### config.mk
export PLATFORM = sky130hd
export DESIGN_NAME = decouple_event_monitor
export DESIGN_NICKNAME = d
export VERILOG_FILES = /design/src/rtl/decouple_event_monitor.sv
export SDC_FILE = /design/constraint.sdc
export NUM_CORES = 1
export LEC_CHECK = 0
export BUFFER_PORTS_ARGS = -buffer_cell sky130_fd_sc_hd__buf_4
export CAP_MARGIN = 20
export CORE_MARGIN = 4
export CORE_UTILIZATION = 40
export DETAILED_ROUTE_END_ITERATION = 7
export GPL_TIMING_DRIVEN = 0
export RECOVER_POWER = 100
export SLEW_MARGIN = 20
export SYNTH_ARGS = -nofsm -noshare
export SYNTH_HDL_FRONTEND = slang
export SYNTH_SLANG_ARGS = --single-unit
export TNS_END_PERCENT = 100
### constraint.sdc
create_clock -name clk -period 4.8 [get_ports clk]
set_clock_uncertainty 0.05 [all_clocks]
set_input_delay 0.24 -clock clk [delete_from_list [all_inputs] [get_ports clk]]
set_output_delay 0.24 -clock clk [all_outputs]
set_load 0.05 [all_outputs]
### src/rtl/decouple_event_monitor.sv
// Purpose: per-channel decouple line monitor. Each channel produces a mode-selected
// edge capture pulse, a sticky event/overflow flag pair and a saturating high-duration
// measurement that can be read back through a registered channel mux.
// Ports:
//   clk, resetn        single clock, synchronous active-low reset
//   din                decouple inputs, one bit per channel
//   mode               per-channel edge mode (00 fall, 01 rise, 10 both, 11 off)
//   capture            one-cycle pulse per selected edge
//   flag, ovf          sticky event and overflow flags
//   flag_clr           per-channel clear of flag and ovf
//   rd_sel             channel select for readback
//   rd_dur, rd_busy    last completed high duration / line currently high
module decouple_event_monitor #(
  parameter int unsigned NUM_CH      = 4,
  parameter int unsigned SYNC_STAGES = 0,
  parameter int unsigned DUR_W       = 16,
  parameter int unsigned SEL_W       = 4
) (
  input  logic                clk,
  input  logic                resetn,
  input  logic [NUM_CH-1:0]   din,
  input  logic [2*NUM_CH-1:0] mode,
  output logic [NUM_CH-1:0]   capture,
  output logic [NUM_CH-1:0]   flag,
  output logic [NUM_CH-1:0]   ovf,
  input  logic [NUM_CH-1:0]   flag_clr,
  input  logic [SEL_W-1:0]    rd_sel,
  output logic [DUR_W-1:0]    rd_dur,
  output logic                rd_busy
);

  logic [NUM_CH-1:0] din_s;
  logic [NUM_CH-1:0] prev;
  logic [NUM_CH-1:0] primed;
  logic [NUM_CH-1:0] rise;
  logic [NUM_CH-1:0] fall;
  logic [NUM_CH-1:0] event_hit;
  logic [DUR_W-1:0]  cnt     [NUM_CH];
  logic [DUR_W-1:0]  dur_lat [NUM_CH];
  logic [DUR_W-1:0]  rd_dur_nxt;
  logic              rd_busy_nxt;

  // Optional input synchroniser chain
  generate
    if (SYNC_STAGES == 0) begin : g_nosync
      assign din_s = din;
    end else begin : g_sync
      logic [NUM_CH-1:0] sync_q [SYNC_STAGES];
      always_ff @(posedge clk) begin
        if (!resetn) begin
          for (int i = 0; i < int'(SYNC_STAGES); i++) sync_q[i] <= '0;
        end else begin
          sync_q[0] <= din;
          for (int i = 1; i < int'(SYNC_STAGES); i++) sync_q[i] <= sync_q[i-1];
        end
      end
      assign din_s = sync_q[SYNC_STAGES-1];
    end
  endgenerate

  // Edge detect and per-channel mode selection. A channel is primed only once its
  // line has been seen low after reset, so a pulse straddling reset release (rise
  // and fall alike) is ignored.
  always_comb begin
    rise      = din_s & ~prev & primed;
    fall      = ~din_s & prev & primed;
    event_hit = '0;
    for (int i = 0; i < int'(NUM_CH); i++) begin
      case (mode[2*i +: 2])
        2'b00:   event_hit[i] = fall[i];
        2'b01:   event_hit[i] = rise[i];
        2'b10:   event_hit[i] = rise[i] | fall[i];
        default: event_hit[i] = 1'b0;
      endcase
    end
  end

  // Readback mux; out-of-range selects read as zero
  always_comb begin
    rd_dur_nxt  = '0;
    rd_busy_nxt = 1'b0;
    for (int i = 0; i < int'(NUM_CH); i++) begin
      if (rd_sel == SEL_W'(i)) begin
        rd_dur_nxt  = dur_lat[i];
        rd_busy_nxt = din_s[i];
      end
    end
  end

  always_ff @(posedge clk) begin
    if (!resetn) begin
      prev    <= '0;
      primed  <= '0;
      capture <= '0;
      flag    <= '0;
      ovf     <= '0;
      rd_dur  <= '0;
      rd_busy <= 1'b0;
      for (int i = 0; i < int'(NUM_CH); i++) begin
        cnt[i]     <= '0;
        dur_lat[i] <= '0;
      end
    end else begin
      prev    <= din_s;
      primed  <= primed | ~din_s;
      capture <= event_hit;
      rd_dur  <= rd_dur_nxt;
      rd_busy <= rd_busy_nxt;
      for (int i = 0; i < int'(NUM_CH); i++) begin
        // An event beats a simultaneous clear; the clear still drops the old overflow
        if (event_hit[i]) begin
          flag[i] <= 1'b1;
          ovf[i]  <= ~flag_clr[i] & (ovf[i] | flag[i]);
        end else if (flag_clr[i]) begin
          flag[i] <= 1'b0;
          ovf[i]  <= 1'b0;
        end
        // Non-zero cnt marks a measurement in progress
        if (rise[i]) begin
          cnt[i] <= DUR_W'(1);
        end else if (din_s[i]) begin
          if (cnt[i] != '0 && cnt[i] != '1) cnt[i] <= cnt[i] + DUR_W'(1);
        end else if (cnt[i] != '0) begin
          dur_lat[i] <= cnt[i];
          cnt[i]     <= '0;
        end
      end
    end
  end

endmodule

### Word level (Yosys, flattened, before mapping)

Memory sizes are Yosys's and may differ from the RTL's.
Index checks and enable logic that the tools add are counted.

| storage, ports and cells | value |
|---|---|
| bits in latches | 0 |
| output and inout bits | 29 |
| bits in read-only memories | 0 |
| word-level logic and storage cells | 183 |
| memory bits (writable) | 128 |
| memories kept | 2 |
| input bits | 22 |
| register bits | 37 |

| cells by class | value |
|---|---|
| reductions and logical operators | 17 |
| eq/ne operators | 15 |
| bitwise gates (word level) | 39 |
| shift operators | 0 |
| $add $sub $neg | 4 |
| order comparisons | 0 |
| div/mod/pow operators | 0 |
| muxes and demuxes | 93 |
| multipliers | 0 |

Memory list:

| name | depth | bits a word | read ports | clocked after Yosys merged registers in | wr ports | RTL line | text |
|---|---|---|---|---|---|---|---|
| cnt | 4 | 16 | 4 | 0 | 4 | 38 | `logic [DUR_W-1:0] cnt [NUM_CH];` |
| dur_lat | 4 | 16 | 4 | 0 | 4 | 39 | `logic [DUR_W-1:0] dur_lat [NUM_CH];` |

Operators with widths:

| kind | number |
|---|---|
| 2-to-1 mux 16 bit | 20 |
| 2-to-1 mux 1 bit | 69 |
| adder 16 x 1 -> 16 bit (second input constant) | 4 |
| inequality test 16 bit (second input constant) | 4 |
| nonzero test 16 bit | 4 |
| OR 1 bit | 24 |
| bitwise AND 4 bit | 4 |
| one-hot mux 1 bit (3 select lines) | 4 |
| equality test 2 x 1 -> 1 bit (second input constant) | 4 |
| equality test 2 bit (second input constant) | 4 |
| equality test 4 x 2 -> 1 bit (second input constant) | 2 |
| logical NOT 2 bit | 4 |
| inverter 4 bit | 2 |
| nonzero test 2 bit | 4 |
| bitwise AND 1 bit | 4 |
| equality test 4 x 1 -> 1 bit (second input constant) | 1 |
| logical AND 1 bit | 4 |
| logical NOT 4 bit | 1 |
| inverter 1 bit | 4 |
| OR 4 bit | 1 |

### Logic depth before layout (Yosys ltp)

Gate-level depths: netlist (run 1).

| logic depth | value |
|---|---|
| word-level depth | 9 |
| depth in mapped cells | 8 |
| mapped depth without buffers | 6 |

### Least setup slack after synthesis (run 1)

OpenSTA, ideal clock, no wires.

| timing | value |
|---|---|
| path type | flip-flop to flip-flop |
| from | memory cnt[0][0] |
| to | memory dur_lat[0][0] (enable) |
| required time | 4.339 ns |
| slack | 2.005 ns |
| stages on the path, launching flop included | 7 |
| data arrival time | 2.333 ns |
| buffers on the path | 1 |
| clock period less this slack | 2.795 ns |
| library setup time | 0.411 ns |
| cells stage by stage | edfxtp_1 > inv_1 > ha_1 > nor4b_1 > and4_1 > buf_2 > o21ai_0 |

RTL lines:

| what | RTL line |
|---|---|
| from (decl) | 38 |
| to (decl) | 39 |

==> flow_summary.json, run 1 <==
{
  "synth_seq_area_share": 0.5809,
  "core_area_mm2": 0.01946,
  "path_clk_slew_ns": 0.06,
  "dr.pass1.iters": 5,
  "placed_cell_area_mm2": 0.008647,
  "syn2layout_area_growth_pct": 14.70,
  "hold_path_class": "in2reg",
  "postSynthCellCount": 692,
  "synth_top_area_frac": 0.4871,
  "setup_viol": 0,
  "cp.required_ns": 4.76,
  "cts_tree": "done",
  "drc": 0,
  "rsz0062_at_grt": "false",
  "worst_slack_ns": 1.484,
  "irDropWorstVdd_uv": 258.4,
  "synth_area_mm2": 0.007891,
  "ys.flop_type": "edfxtp_1",
  "min_path_cells": 3,
  "yosys.area.top_type": "edfxtp_1",
  "pin_count": 51,
  "cts.sinks": 165,
  "maxCapViolations": 1,
  "whs_ns": 0.1079,
  "grt_pass1_vias": 5639,
  "row_count": 51,
  "start_util": 0.4055,
  "place_congestion": 0.9311,
  "hpwl_um": 13540,
  "period_needed_ns": 3.316,
  "r2r_cells": 6,
  "num_antenna_cells": 0,
  "pre_cts_ws_ns": 2.229,
  "clockBufferDepth": 2,
  "fp.dieW_um": 148.5,
  "synth_cell_types": 54,
  "hold_viol": 0,
  "detail-route-antenna-nets": 0,
  "dieArea_mm2": 0.02204,
  "cts-root-buf": "clkbuf_16",
  "max_freq_ghz": 0.3015,
  "path_class": "reg2reg",
  "ys_top_cells_by_area": "edfxtp_1 49%, dfxtp_1 9.4%, xnor2_1 4.4%",
  "final_nets": 800,
  "htree_levels": 4,
  "ys_ff_latch": 165,
  "synthArstFlopShare": 0,
  "grt_max_degree": 17,
  "final.period_utilization": 0.6909,
  "path_max_fanout": 16,
  "power_w": 0.004251,
  "cts_buffers": 17,
  "p_leak_nw": 3.031,
  "routed_via_density": 5.412,
  "vias": 5672,
  "post_cts_buffers": 0,
  "rr_endpoint": "dur_lat[2][6]$_SDFFCE_PN0P_",
  "finalInstanceArea_mm2": 0.009051,
  "critPathLaunch": "cnt[2][0]$_SDFFCE_PP0P_",
  "critPathArrivalTime_ns": 3.28,
  "fin_setup_tns_ns": 0,
  "worst_pin_slew_ns": 1.984,
  "drt_wl_total_um": 18810,
  "p_per_area_mw_per_mm2": 469.6,
  "synth_edf_count": 128,
  "die_y_um": 148.5,
  "drive_above_1_share": 0.1098,
  "nFillCells": 1817,
  "status": "complete, but fails checks",
  "grt_pass1_wl_um": 30440,
  "gr-total-overflow": 0,
  "relSlewSlack": -0.3368,
  "io_buffers": 48,
  "antenna_found_initial": 0,
  "wl_per_cell_um": 17.94,
  "cts_resized": 0,
  "endpoint_kind": "flop",
  "synthesis.nets": 722,
  "r2r-start": "cnt[2][0]$_SDFFCE_PP0P_",
  "holdBufCountCts": 4,
  "crit_end": "dur_lat[2][6]$_SDFFCE_PN0P_",
  "startpoint_type": "flop",
  "syn_avg_cell_area_um2": 11.40,
  "rrSetupSlack_ns": 1.48,
  "violations": "capacitance limit, slew limit",
  "maxSlewViolCount": 17,
  "insertion_delay_ns": 0.43,
  "grt.total_usage": 0.1758,
  "yosys_warnings": 0,
  "drt_iter0_markers": 407
}
-- synthesized netlist by cell type (all sizes together), types with 5 or more instances --
| cell type | n |
|---|---|
| edfxtp | 128 |
| nor3 | 54 |
| nor2 | 44 |
| nand2 | 42 |
| and2 | 40 |
| xnor2 | 40 |
| dfxtp | 37 |
| nor4 | 35 |
| a21oi | 29 |
| nand3 | 28 |
| inv | 27 |
| buf | 19 |
| a22oi | 17 |
| mux2 | 16 |
| and3 | 14 |
| xor2 | 13 |
| clkbuf | 10 |
| nand4 | 10 |
| ha | 8 |
| nand2b | 8 |
| o21ai | 8 |
| or3 | 8 |
| a311o | 6 |
| and4 | 5 |
| nor4b | 5 |
| o31ai | 5 |
-- power by group --
group,leakage [nW],internal (W),switching [W]
sequential,1.74,0.00194,0.000323
clock,0.285,0.000738,0.000548
combinational,1.01,0.000293,0.000407
-- cells by family (layout without fill, tap and decap cells) --
kind of cell / count (synthesis) / after routing / synth area share
flops: 165 / 165 / 0.5809
mux: 17 / 17 / 0.02410
buf+inv: 56 / 147 / 0.02901
fa+ha+maj: 8 / 8 / 0.01268
xor+xnor: 53 / 53 / 0.05882
simple gates: 306 / 306 / 0.2207
compound gates: 87 / 87 / 0.07373
-- critical path, stage by stage (launching register included) --
cell and delay (ns):
edfxtp_1 0.46, inv_1 0.09, ha_1 0.23, nor4b_1 0.15, and4_1 0.18, clkbuf_1 0.18
o21ai_0 1.53
-- layer usage --
layer  share of wire  vias up  track usage  routed length [um]
met5               0        -            0                   0
met4           0.021        0      0.05866                 391
met3           0.052       29      0.03991                 986
met2            0.50      181       0.2948                9352
met1            0.43     2733       0.2260                8075
li1                -     2729            -                   -
-- cell usage in the layout, fill, tap and decap left out, types with 6 or more instances in the layout --
cell type  synthesis  routed
a21oi_1           29      29
a22oi_1           17      17
a311o_1            6       6
and2_0             0      34
and3_1            14      14
buf_2             15       6
buf_4              0      17
clkbuf_1          10      63
clkbuf_16          0      19
dfxtp_1           37      37
edfxtp_1         128     128
ha_1               8       8
inv_1             26      27
mux2_2            16      16
nand2_1           42      42
nand2b_1           8       8
nand3_1           24      24
nand4_1           10      10
nor2_1            44      44
nor3_1            52      54
nor4_1            33      34
o21ai_0            8       6
or3_1              7       7
xnor2_1           40      40
xor2_1            13      13
-- through the flow --
step                instances  utilization
floorplan                 692            -
CTS                      1048       0.4748
global route             1048       0.4651
finish                   1048       0.4651
global placement         1005       0.4410
detailed placement       1012       0.4443
-- worst min-delay path by stage --
stage               slack (ns)             endpoint        start
floorplan                 0.27  ovf[0]$_SDFFE_PN0P_  flag_clr[0]
global placement          0.36  ovf[1]$_SDFFE_PN0P_  flag_clr[1]
detailed placement        0.36  ovf[3]$_SDFFE_PN0P_  flag_clr[3]
CTS                        0.1   prev[0]$_SDFF_PN0_       din[0]
global route              0.10   rd_busy$_SDFF_PN0_       din[1]
finish                    0.11   rd_busy$_SDFF_PN0_       din[1]
-- final cells by class --
class / instances / area, um^2 / area share
Clock inverter: 8 / 46.29 / 0.005115
Tap cell: 265 / 331.6 / 0.03663
Buffer: 29 / 116.4 / 0.01286
Clock buffer: 24 / 506.7 / 0.05599
Multi-Input combinational cell: 471 / 3054 / 0.3374
Inverter: 27 / 101.3 / 0.01120
Sequential cell: 165 / 4584 / 0.5065
Timing Repair Buffer: 59 / 310.3 / 0.03428
-- state kept, by name (all words and copies together), names as in the netlist, 4 cells and up --
register / cells
dur_lat: 64
primed: 4
rd_dur: 16
prev: 4
flag: 4
ovf: 4
cnt: 64
capture: 4
Note: power is estimated with default switching activity, not from simulation.
==> inputs of run 2 (changes only) <==
==> constraint.sdc (replaced) <==
create_clock -name clk -period 3 [get_ports clk]
set_clock_uncertainty 0.05 [all_clocks]
set_input_delay 0.15 -clock clk [delete_from_list [all_inputs] [get_ports clk]]
set_output_delay 0.15 -clock clk [all_outputs]
set_load 0.05 [all_outputs]
==> run 2 against run 1 <==
  * The run now ends clean
  * Combinational power increased by 61%
  * Maximum frequency increased by 26%
  * Critical path depth increased by 2
  * Design area increased by 0.40%
  * Sequential power increased by 60%
  * Largest cell class unchanged
==> flow_summary.json, run 2 (synthesis gave the netlist of run 1 again) <==
{
  "post_cts_buffers": 0,
  "drive_above_1_share": 0.1226,
  "setup_viol": 0,
  "row_count": 51,
  "drt_iter0_markers": 416,
  "hold_viol": 0,
  "final.period_utilization": 0.8764,
  "die_y_um": 148.5,
  "layout_common_cells": "128 x edfxtp_1, 56 x clkbuf_1, 54 x nor3_1",
  "gr-total-overflow": 0,
  "max_freq_ghz": 0.3803,
  "num_antenna_cells": 0,
  "hold_path_class": "in2reg",
  "syn2layout_area_growth_pct": 15.16,
  "p_per_area_mw_per_mm2": 749.5,
  "path_clk_slew_ns": 0.07,
  "vias": 5695,
  "drt_wl_total_um": 18790,
  "nFillCells": 1804,
  "maxCapViolations": 0,
  "final_nets": 800,
  "critPathArrivalTime_ns": 2.76,
  "grt_pass1_vias": 5639,
  "cts_buffers": 17,
  "core_area_mm2": 0.01946,
  "cts_tree": "done",
  "cp.required_ns": 3.13,
  "switching_share": 0.3005,
  "place_congestion": 0.9311,
  "pin_count": 51,
  "cts.sinks": 165,
  "endpoint_kind": "flop",
  "htree_levels": 4,
  "power.share.combinational": 0.166,
  "worst_pin_slew_ns": 0.9259,
  "drc": 0,
  "fin_setup_tns_ns": 0,
  "dr.pass1.iters": 7,
  "seqPwrFrac": 0.532,
  "dieArea_mm2": 0.02204,
  "path_max_fanout": 10,
  "startpoint_type": "flop",
  "p_switching_w": 0.002046,
  "status": "finished, final reports clean",
  "final_cells": 1048,
  "path_class": "reg2reg",
  "clock_power_share": 0.302,
  "irDropWorstVdd_uv": 413.0,
  "detail-route-antenna-nets": 0,
  "maxSlewViolCount": 0,
  "p_leak_nw": 3.059,
  "grt.total_usage": 0.1758,
  "placedCellCount": 1012,
  "grt_max_degree": 17,
  "grt_pass1_wl_um": 30440,
  "routed_via_density": 5.434,
  "power_w": 0.006811,
  "reg_top3": "cnt x64, dur_lat x64, rd_dur x16",
  "insertion_delay_ns": 0.43,
  "period_needed_ns": 2.629,
  "io_buffers": 48,
  "antenna_found_initial": 0,
  "cts-root-buf": "clkbuf_16",
  "start_util": 0.4055,
  "relSlewSlack": 0.3780,
  "clockBufferDepth": 2,
  "fp.dieW_um": 148.5,
  "final_common_cell": "edfxtp_1",
  "rsz0062_at_grt": "false",
  "hpwl_um": 13540,
  "wl_per_cell_um": 17.93,
  "intPower_w": 0.004765
}
==> run 2: changes by cell type in the layout (fill, tap and decap cells not counted), sizes merged <==
cell / before / now
clkbuf: 85 / 82
buf: 23 / 26
==> run 2: final cells by class <==
| cell class | instances | area (um^2) | area share |
|---|---|---|---|
| flip-flops and latches | 165 | 4584 | 0.5045 |
| multi-input cells | 471 | 3079 | 0.3388 |
| clock buffers | 24 | 506.7 | 0.05576 |
| well taps | 265 | 331.6 | 0.03649 |
| repair buffers | 59 | 317.8 | 0.03497 |
| plain buffers | 29 | 120.1 | 0.01322 |
| inverters | 27 | 101.3 | 0.01115 |
| clock inverters | 8 | 46.29 | 0.005094 |
==> run 2: critical path, cell delays in order (launching register included) <==
cell      delay [ns]
edfxtp_1        0.49
inv_1           0.16
ha_1            0.18
nor4b_1         0.28
and4_1          0.24
clkbuf_1        0.36
nand4b_4        0.27
clkbuf_2        0.25
nor3_1          0.09
==> run 2: worst paths after layout <==
check	startpoint	end	slack (ns)	cells past startpoint
hold / removal	din[1]	rd_busy$_SDFF_PN0_	0.02	3
setup reg to reg	cnt[0][0]$_SDFFCE_PP0P_	cnt[0][13]$_SDFFCE_PP0P_	0.37	8
setup / recovery	cnt[0][0]$_SDFFCE_PP0P_	cnt[0][13]$_SDFFCE_PP0P_	0.37	8
hold reg to reg	flag[0]$_SDFFE_PN0P_	flag[0]$_SDFFE_PN0P_	0.44	2
==> run 2: power groups by stage <==
stage                     sequential, W  combinational (W)  clock, W
after floorplan                 0.00350           0.000799         0
after global placement          0.00364            0.00110         0
final                           0.00362            0.00113   0.00206
after global routing            0.00370            0.00125   0.00218
after detailed placement        0.00364            0.00115         0
after CTS                       0.00361            0.00117   0.00208
==> run 2: metrics by stage <==
stage | worst slack (ns) | util | cell area (um^2) | hold WS (ns)
2_1_floorplan | 0.2054 | - | 7891 | 0.1768
3_3_place_gp | -0.3354 | 0.4410 | 8583 | 0.2689
3_5_place_dp | 0.4291 | 0.4443 | 8647 | 0.2741
4_1_cts | 0.4247 | 0.4748 | 9240 | 0.007255
5_1_grt | 0.1627 | 0.4669 | 9087 | 0.01222
6_report | 0.3708 | 0.4669 | 9087 | 0.01556
==> run 2: per-layer routing <==
metal	vias to the layer above	track usage	part of all wire
li1	2731	-	-
met1	2735	0.2260	0.43
met2	196	0.2948	0.50
met3	33	0.03991	0.055
met4	0	0.05866	0.022
met5	-	0	0
==> run 2: timing repair <==
action,in CTS,in global routing
hold buffers,4,0
gates resized for setup,0,0
hold endpoints to repair,8,0
